--- src/rtl/mem_wb_stage.sv ---
// MEM/WB pipeline register: aligns load data, applies stall/flush rules,
// drives the regfile write port and counts committed GPR writes.
module mem_wb_stage #(
  parameter int DATA_W = 32,
  parameter int ADDR_W = 5
) (
  input  logic              clk,
  input  logic              rst,
  input  logic              flush,
  input  logic              mem_stall,
  input  logic              wb_stall,
  input  logic              mem_valid,
  input  logic              mem_we,
  input  logic [ADDR_W-1:0] mem_waddr,
  input  logic [DATA_W-1:0] mem_wdata,
  input  logic [2:0]        mem_load_op,
  input  logic [1:0]        mem_addr_lo,
  input  logic [DATA_W-1:0] mem_rdata,
  input  logic [DATA_W-1:0] mem_rt_data,
  output logic              wb_we,
  output logic [ADDR_W-1:0] wb_waddr,
  output logic [DATA_W-1:0] wb_wdata,
  output logic              wb_misalign,
  output logic [31:0]       wb_commit_cnt
);

  localparam logic [2:0] OP_NONE = 3'd0;
  localparam logic [2:0] OP_LB   = 3'd1;
  localparam logic [2:0] OP_LBU  = 3'd2;
  localparam logic [2:0] OP_LH   = 3'd3;
  localparam logic [2:0] OP_LHU  = 3'd4;
  localparam logic [2:0] OP_LW   = 3'd5;
  localparam logic [2:0] OP_LWL  = 3'd6;
  localparam logic [2:0] OP_LWR  = 3'd7;

  logic              we_q, we_d;
  logic [ADDR_W-1:0] waddr_q, waddr_d;
  logic [DATA_W-1:0] wdata_q, wdata_d;
  logic              mis_q, mis_d;
  logic [31:0]       cnt_q, cnt_d;

  logic [7:0]        byte_sel;
  logic [15:0]       half_sel;
  logic [DATA_W-1:0] aligned;
  logic              misaligned;

  // Big-endian lanes: address offset 0 is the most significant byte.
  always_comb begin
    byte_sel = mem_rdata[31:24];
    unique case (mem_addr_lo)
      2'd0: byte_sel = mem_rdata[31:24];
      2'd1: byte_sel = mem_rdata[23:16];
      2'd2: byte_sel = mem_rdata[15:8];
      2'd3: byte_sel = mem_rdata[7:0];
      default: byte_sel = mem_rdata[31:24];
    endcase
    half_sel = mem_addr_lo[1] ? mem_rdata[15:0] : mem_rdata[31:16];
  end

  always_comb begin
    aligned    = mem_wdata;
    misaligned = 1'b0;
    unique case (mem_load_op)
      OP_NONE: aligned = mem_wdata;
      OP_LB:   aligned = {{(DATA_W-8){byte_sel[7]}}, byte_sel};
      OP_LBU:  aligned = {{(DATA_W-8){1'b0}}, byte_sel};
      OP_LH: begin
        aligned    = {{(DATA_W-16){half_sel[15]}}, half_sel};
        misaligned = mem_addr_lo[0];
      end
      OP_LHU: begin
        aligned    = {{(DATA_W-16){1'b0}}, half_sel};
        misaligned = mem_addr_lo[0];
      end
      OP_LW: begin
        aligned    = mem_rdata;
        misaligned = (mem_addr_lo != 2'd0);
      end
      OP_LWL: begin
        unique case (mem_addr_lo)
          2'd0: aligned = mem_rdata;
          2'd1: aligned = {mem_rdata[23:0], mem_rt_data[7:0]};
          2'd2: aligned = {mem_rdata[15:0], mem_rt_data[15:0]};
          2'd3: aligned = {mem_rdata[7:0], mem_rt_data[23:0]};
          default: aligned = mem_rdata;
        endcase
      end
      OP_LWR: begin
        unique case (mem_addr_lo)
          2'd0: aligned = {mem_rt_data[31:8], mem_rdata[31:24]};
          2'd1: aligned = {mem_rt_data[31:16], mem_rdata[31:16]};
          2'd2: aligned = {mem_rt_data[31:24], mem_rdata[31:8]};
          2'd3: aligned = mem_rdata;
          default: aligned = mem_rdata;
        endcase
      end
      default: aligned = mem_wdata;
    endcase
  end

  // Flush beats every stall; a held slot only survives when both stages stall.
  always_comb begin
    we_d    = we_q;
    waddr_d = waddr_q;
    wdata_d = wdata_q;
    mis_d   = mis_q;
    cnt_d   = cnt_q;
    if (flush || (mem_stall && !wb_stall)) begin
      we_d    = 1'b0;
      waddr_d = '0;
      wdata_d = '0;
      mis_d   = 1'b0;
    end else if (!mem_stall) begin
      we_d    = mem_valid & mem_we & ~misaligned;
      waddr_d = mem_waddr;
      wdata_d = aligned;
      mis_d   = mem_valid & misaligned;
      if (we_d) cnt_d = cnt_q + 32'd1;
    end
  end

  always_ff @(posedge clk or posedge rst) begin
    if (rst) begin
      we_q    <= 1'b0;
      waddr_q <= '0;
      wdata_q <= '0;
      mis_q   <= 1'b0;
      cnt_q   <= '0;
    end else begin
      we_q    <= we_d;
      waddr_q <= waddr_d;
      wdata_q <= wdata_d;
      mis_q   <= mis_d;
      cnt_q   <= cnt_d;
    end
  end

  assign wb_we         = we_q;
  assign wb_waddr      = waddr_q;
  assign wb_wdata      = wdata_q;
  assign wb_misalign   = mis_q;
  assign wb_commit_cnt = cnt_q;

endmodule

--- config.mk ---
export PLATFORM = sky130hd
export DESIGN_NAME = mem_wb_stage
export DESIGN_NICKNAME = d
export VERILOG_FILES = /design/src/rtl/mem_wb_stage.sv
export SDC_FILE = /design/constraint.sdc
export NUM_CORES = 1
export LEC_CHECK = 0
export CELL_PAD_IN_SITES_DETAIL_PLACEMENT = 1
export CELL_PAD_IN_SITES_GLOBAL_PLACEMENT = 1
export CORE_UTILIZATION = 30
export DETAILED_ROUTE_END_ITERATION = 10
export GPL_TIMING_DRIVEN = 1
export PLACE_DENSITY_LB_ADDON = 0.08
export SKIP_LAST_GASP = 1
export SLEW_MARGIN = 25
export SYNTH_ARGS = -nofsm -noshare
export SYNTH_HDL_FRONTEND = slang
export SYNTH_SLANG_ARGS = --single-unit
--- constraint.sdc ---
create_clock -name clk -period 2.5 [get_ports clk]
set_input_delay 0.375 -clock clk [delete_from_list [all_inputs] [get_ports clk]]
set_output_delay 0.375 -clock clk [all_outputs]
set_load 0.02 [all_outputs]
# Yosys cells after proc, flatten, opt, wreduce, memory -nomap -nowiden
# Index checks and enable logic that the tools add are counted.
# totals
output_inout_bits	71
elab_cells	45
regBits	71
in_bits	113
# classes
addsub	1
reduce_logical	8
bitwise	6
n_mux	14
n_eq_ne	11
# ops
op	count
$pmux W32 S4	2
$pmux W32 S8	1
$mux W32	2
$add A32 B1 Y32 const B	1
$pmux W8 S4	1
$mux W16	1
$eq A3 B3 Y1 const B	4
$mux W5	2
$eq A3 B2 Y1 const B	2
$eq A2 B2 Y1 const B	2
$mux W1	4
$and A1 B1 Y1	3
$eq A3 B1 Y1 const B	1
$logic_not A3 Y1	1
$not A1 Y1	3
$reduce_and A3 Y1	1
$eq A2 B1 Y1 const B	1
$logic_not A2 Y1	1
$ne A2 B1 Y1 const B	1
$pmux W1 S2	1
$reduce_bool A2 Y1	1
$reduce_or A2 Y1	1
$logic_and A1 B1 Y1	1
$logic_not A1 Y1	1
$logic_or A1 B1 Y1	1

# Depth between registers and ports, before layout
# depth
depth_word	7
mapped_depth	8
mapped_depth_nobuf	5

# Least setup slack after synthesis
# OpenSTA, ideal clock, no wires.
# synth_timing
path_type	input-to-reg
startpoint	in mem_addr_lo[1]
endpoint	reg wdata_q[24] (netlist: wb_wdata[24])
t_arrival_ns	1.636
path_slack_ns	0.746
stages	7
n_path_buf	2
cell_sequence	mux4_2 o21a_1 buf_6 nor2_8 buf_8 a21oi_1 a21o_1
# synth_between
elab_chain_cells	5
# synth_rtl
item	line	source
start: declaration	17	input logic [1:0] mem_addr_lo,
$eq A2 B2 Y1, or another cell as far along	50, 80, 89	
$pmux W32 S4, or another cell as far along	89	unique case (mem_addr_lo)
$pmux W32 S8 *	63	unique case (mem_load_op)
$mux W32 *	113	end else if (!mem_stall) begin
$mux W32 *	108	if (flush || (mem_stall && !wb_stall)) begin
end signal: assignment	132	wdata_q <= wdata_d;
end: declaration	38	logic [DATA_W-1:0] wdata_q, wdata_d;
# Every way passes the cells marked *; elsewhere a longest branch is shown, timed or not. The select of a mux whose other input is x is not followed.
# A chain may end at the register's enable or synchronous reset.

# Final worst setup path
# layout_timing
startpoint	in mem_load_op[2]
endpoint	reg wdata_q[26] (netlist: wb_wdata[26])
# layout_between
elab_chain_cells	4
# layout_rtl
item	line	source
start: declaration	16	input logic [2:0] mem_load_op,
$eq A3 B3 Y1, or another cell as far along	63	
$pmux W32 S8 *	63	
$mux W32 *	113	
$mux W32 *	108	
# Marked as above.

==> results.md <==
Global route:
- The number of antenna violations at the first check in global routing is 0.
- The total overflow left after global routing is 0.
- The pin count of the biggest net entering global routing is 59.
- The via count of the first global-routing pass came to between 5,000 and 6,000.
- The global router's overall resource usage is 25.83%.
- The first global-routing pass estimated 35,020 microns of wire.

Synthesis:
- For this run, the leading register cell type out of synthesis is dfrtp_1.
- Of the synthesized area, sequential elements account for 34.08%.
- The cell area after synthesis is 0.005214 sq mm.
- The synthesized flop and latch total is 71.
- Ranked by total cell area, the synthesized netlist is headed by dfrtp_1, mux2i_1, o21ai_0, a21oi_1, nand2_1.
- Counting flops with a built-in enable in the synthesized netlist gives 0.
- The leading area contributor after synthesis is dfrtp_1.
- Synthesis produced a netlist with a net count of about 710.
- The number of warning messages in the yosys log is 0.
- Ranked by instance count, the synthesized netlist is headed by dfrtp_1, o21ai_0, mux2i_1, nand2_1, a21oi_1.
- The most frequently used cell type in the post-synthesis netlist is dfrtp_1.
- The average instance in the mapped netlist occupies 8.792 sq um.
- Of the post-synthesis cell area, the dominant cell type holds 34.08%.
- The fraction of synthesis flops using an asynchronous set or reset pin is 100.0%.
- The number of distinct library cell variants in the gate-level netlist after synthesis is 59.
- In the synthesized netlist, the number of instances is 593.

Drt:
- Dividing the detail-routed via count by the number of cells gives 5.663.
- The mean routed wirelength per cell is 22.54 microns.
- The post-detailed-route count of antenna-violating nets is 0.
- The first-pass iteration count of the detailed router is 4.
- The final wirelength is 22,900 microns.
- The post-detailed-route DRC marker count is 0.
- Across all layers, the routed design uses 5,754 vias.
- After the first detailed-routing iteration, the DRC count stood at about 310.

STA:
- The total of endpoints with negative setup slack in the final report is 0.
- Setup repair after global routing left no endpoint under its margin.
- The post-route minimum period is 2.252 ns.
- The achievable frequency is approximately 440 MHz.
- Summed over all failing endpoints, the final setup total negative slack is 0 ns.
- The final clock skew is between 0.008 and 0.009 ns.
- The number of slew-limit violations in the final report is 0.
- The number of hold-slack violations in the final timing report is 0.
- The final clock period utilization by the worst path is between 90 and 100%.
- For the pin with the worst max-slew slack, the measured transition is roughly 0.8 ns.
- In this run the tightest slew margin relative to its limit is between 40% and 50%.

Pwr:
- In this run switching power makes up between 20 and 30% of total power.
- The internal power of the cells is 2.725 mW.
- In this run, flip-flops and latches consume 32.8% of the power.
- In this run the power spent charging and discharging nets is between 1 and 1.5 mW.
- Power spread over the standard cell area amounts to approximately 490 mW/mm^2.
- The clock network is responsible for 40.6% of the overall power.
- The worst-case IR drop observed on VDD is 0.3450 mV.
- Per report_power, the combinational group accounts for 26.6% of the total.
- For this design the static power due to leakage is 3.323 nW.

Floorplanning:
- The starting utilization of the core area is between 30% and 40%.
- The placeable core region is 0.01676 sq mm.
- The area enclosed by the die boundary is 0.01791 sq mm.
- The boundary pin count is 184.
- The vertical die dimension is 133.8 microns.
- Row generation in the floorplan step produced 47 rows.
- The die extent in x is 133.8 microns.

Setup path:
- The largest single stage delay on the critical path is 0.63 ns.
- The sort of element at the end of the critical path is a flop.
- The maximum fanout along the worst path is 13.
- The category of the critical setup timing path is input pin to flop.
- The worst setup path is launched from an input pin.
- The cell with the biggest individual delay on the critical path is nor2_1.
- STA puts the critical path data arrival time at 2.54 ns.
- The signal on the critical path passes through clkdlybuf4s50_1, buf_4, nand2_1, nor2_1, a221oi_1, a21oi_1, a21o_1.
- In this run the critical register-to-register path is launched from wb_commit_cnt[6].
- STA puts the critical path data required time at between 2 and 3 ns.
- In this run the worst setup path begins at mem_load_op[2].

Clock network:
- In this run, post-CTS hold repair placed 0 buffers.
- Gates resized during post-CTS repair numbered 0.
- CTS placed an instance of clkbuf_16 at the clock tree root.
- Clock-pin slew was measured on the worst setup and hold paths at roughly 0.06 ns.
- The clock latency of the later-clocked register in the worst-skew pair is 0.35 ns.
- The clock passes through at most 2 buffers.
- The tree built by TritonCTS fans out to 71 sinks.
- The H-tree level count is 3.
- The total clock buffers created by CTS is 9.
- The post-CTS setup repair buffer count is 0.
- TritonCTS built the clock tree.

Layout:
- The post-route cell area is 0.007913 sq mm.
- The final layout contains 905 nets.
- From synthesis to final layout, the design area changed by 51.76%.
- Cells with a size suffix above 1 make up between 10% and 20% of the layout.
- The number of diodes added for antenna fixing is 0.

Place:
- At the end of routability-driven placement, the weighted congestion stood at 0.9014.
- The standard cell area after detailed placement is 0.007557 sq mm.
- Detailed placement finished with a half-perimeter wire length of 17,920 microns.
- The port buffer count is 183.

Min path:
- In this run the worst hold path is classified as input pin to asynchronous set/reset pin.

Status:
- The flow ran to the end, and the final reports show no timing, DRC or antenna violations.

Flow run:
- The tool flagged a number of max-cap violations equal to 0.
power groups by stage:
stage,Clock (mW),Sequential (mW),Combinational (mW)
6_report,1.58,1.28,1.04
5_1_grt,1.65,1.29,1.10
4_1_cts,1.61,1.28,1.03
3_5_place_dp,0,1.30,1.03
3_3_place_gp,0,1.29,1.01
2_1_floorplan,0,1.36,0.392
through the flow:
step | setup slack [ns] | hold slack [ns] | utilization [%] | cells | total power, mW
6_report | 0.2482 | 0.3847 | 47.21 | 1016 | 3.892
5_1_grt | 0.2185 | 0.4267 | 47.21 | 1016 | 4.040
4_1_cts | 0.3826 | 0.3958 | 47.21 | 1016 | 3.919
3_5_place_dp | 0.02180 | 0.4720 | 45.09 | 1000 | 2.324
3_3_place_gp | 0.1082 | 0.4677 | 45.09 | 1000 | 2.305
2_1_floorplan | 0.3284 | 0.5077 | - | 593 | 1.755
layout by cell type (no fill, tap or decap), types with 10 or more instances in the layout:
| cell | netlist | layout |
|---|---|---|
| clkdlybuf4s50_1 | 0 | 181 |
| dfrtp_1 | 71 | 71 |
| o21ai_0 | 70 | 70 |
| mux2i_1 | 61 | 61 |
| nand2_1 | 49 | 49 |
| buf_4 | 3 | 46 |
| a21oi_1 | 40 | 40 |
| nand3_1 | 24 | 24 |
| xnor2_1 | 19 | 19 |
| nor2_1 | 19 | 18 |
| o22ai_1 | 17 | 17 |
| a22oi_1 | 16 | 16 |
| a211oi_1 | 13 | 13 |
| a32oi_1 | 12 | 12 |
| nor3_1 | 12 | 12 |
| xor2_1 | 12 | 12 |
| a22o_1 | 12 | 12 |
| a221oi_1 | 11 | 11 |
| a21o_1 | 10 | 10 |
logic make-up after synthesis:
family                     Yosys count  synth area share [%]
muxes                               63                 12.36
buffers and inverters               58                 5.303
and+or+nand+nor                    149                 15.91
xor gates and xnor gates            31                 5.208
adders and majority gates            1                0.2399
DFF                                 71                 34.08
AOI/OAI and AO/OA                  220                 26.90
metal layers:
| layer | track usage (%) | wire length [microns] |
|---|---|---|
| met2 | 39.61 | 10170 |
| met5 | 0 | 0 |
| met1 | 36.24 | 10870 |
| met3 | 4.422 | 1290 |
| met4 | 9.470 | 565 |
final cells by class:
cell class / instances / area [sq um]
Clock buffer: 10 / 239.0
Clock inverter: 6 / 116.4
Fill cell: 1914 / 8847
Inverter: 9 / 33.78
Multi-Input combinational cell: 464 / 3164
Sequential cell: 71 / 1777
Tap cell: 220 / 275.3
Timing Repair Buffer: 236 / 2307
state kept, by name, summed over array words and instances (netlist names):
name / cells
wb_we: 1
wb_commit_cnt: 32
wb_misalign: 1
wb_waddr: 5
wb_wdata: 32
critical path: cells and delay by family:
kind,cells,cell delay [ns]
buffers and inverters,2,0.87
AO/OA/AOI/OAI,3,0.56
AND/OR/NAND/NOR,2,0.73
worst paths after layout:
path	slack, ns	end	cells past startpoint
max	0.25	wb_wdata[26]	7
min	0.38	wb_commit_cnt[11]	2
max reg2reg	0.72	wb_commit_cnt[30]	5
min reg2reg	0.49	wb_commit_cnt[31]	1
max in group asynchronous	1.57	wb_commit_cnt[30]	3
min in group clk	0.49	wb_commit_cnt[31]	1
Note: power is estimated with default switching activity, not from simulation.
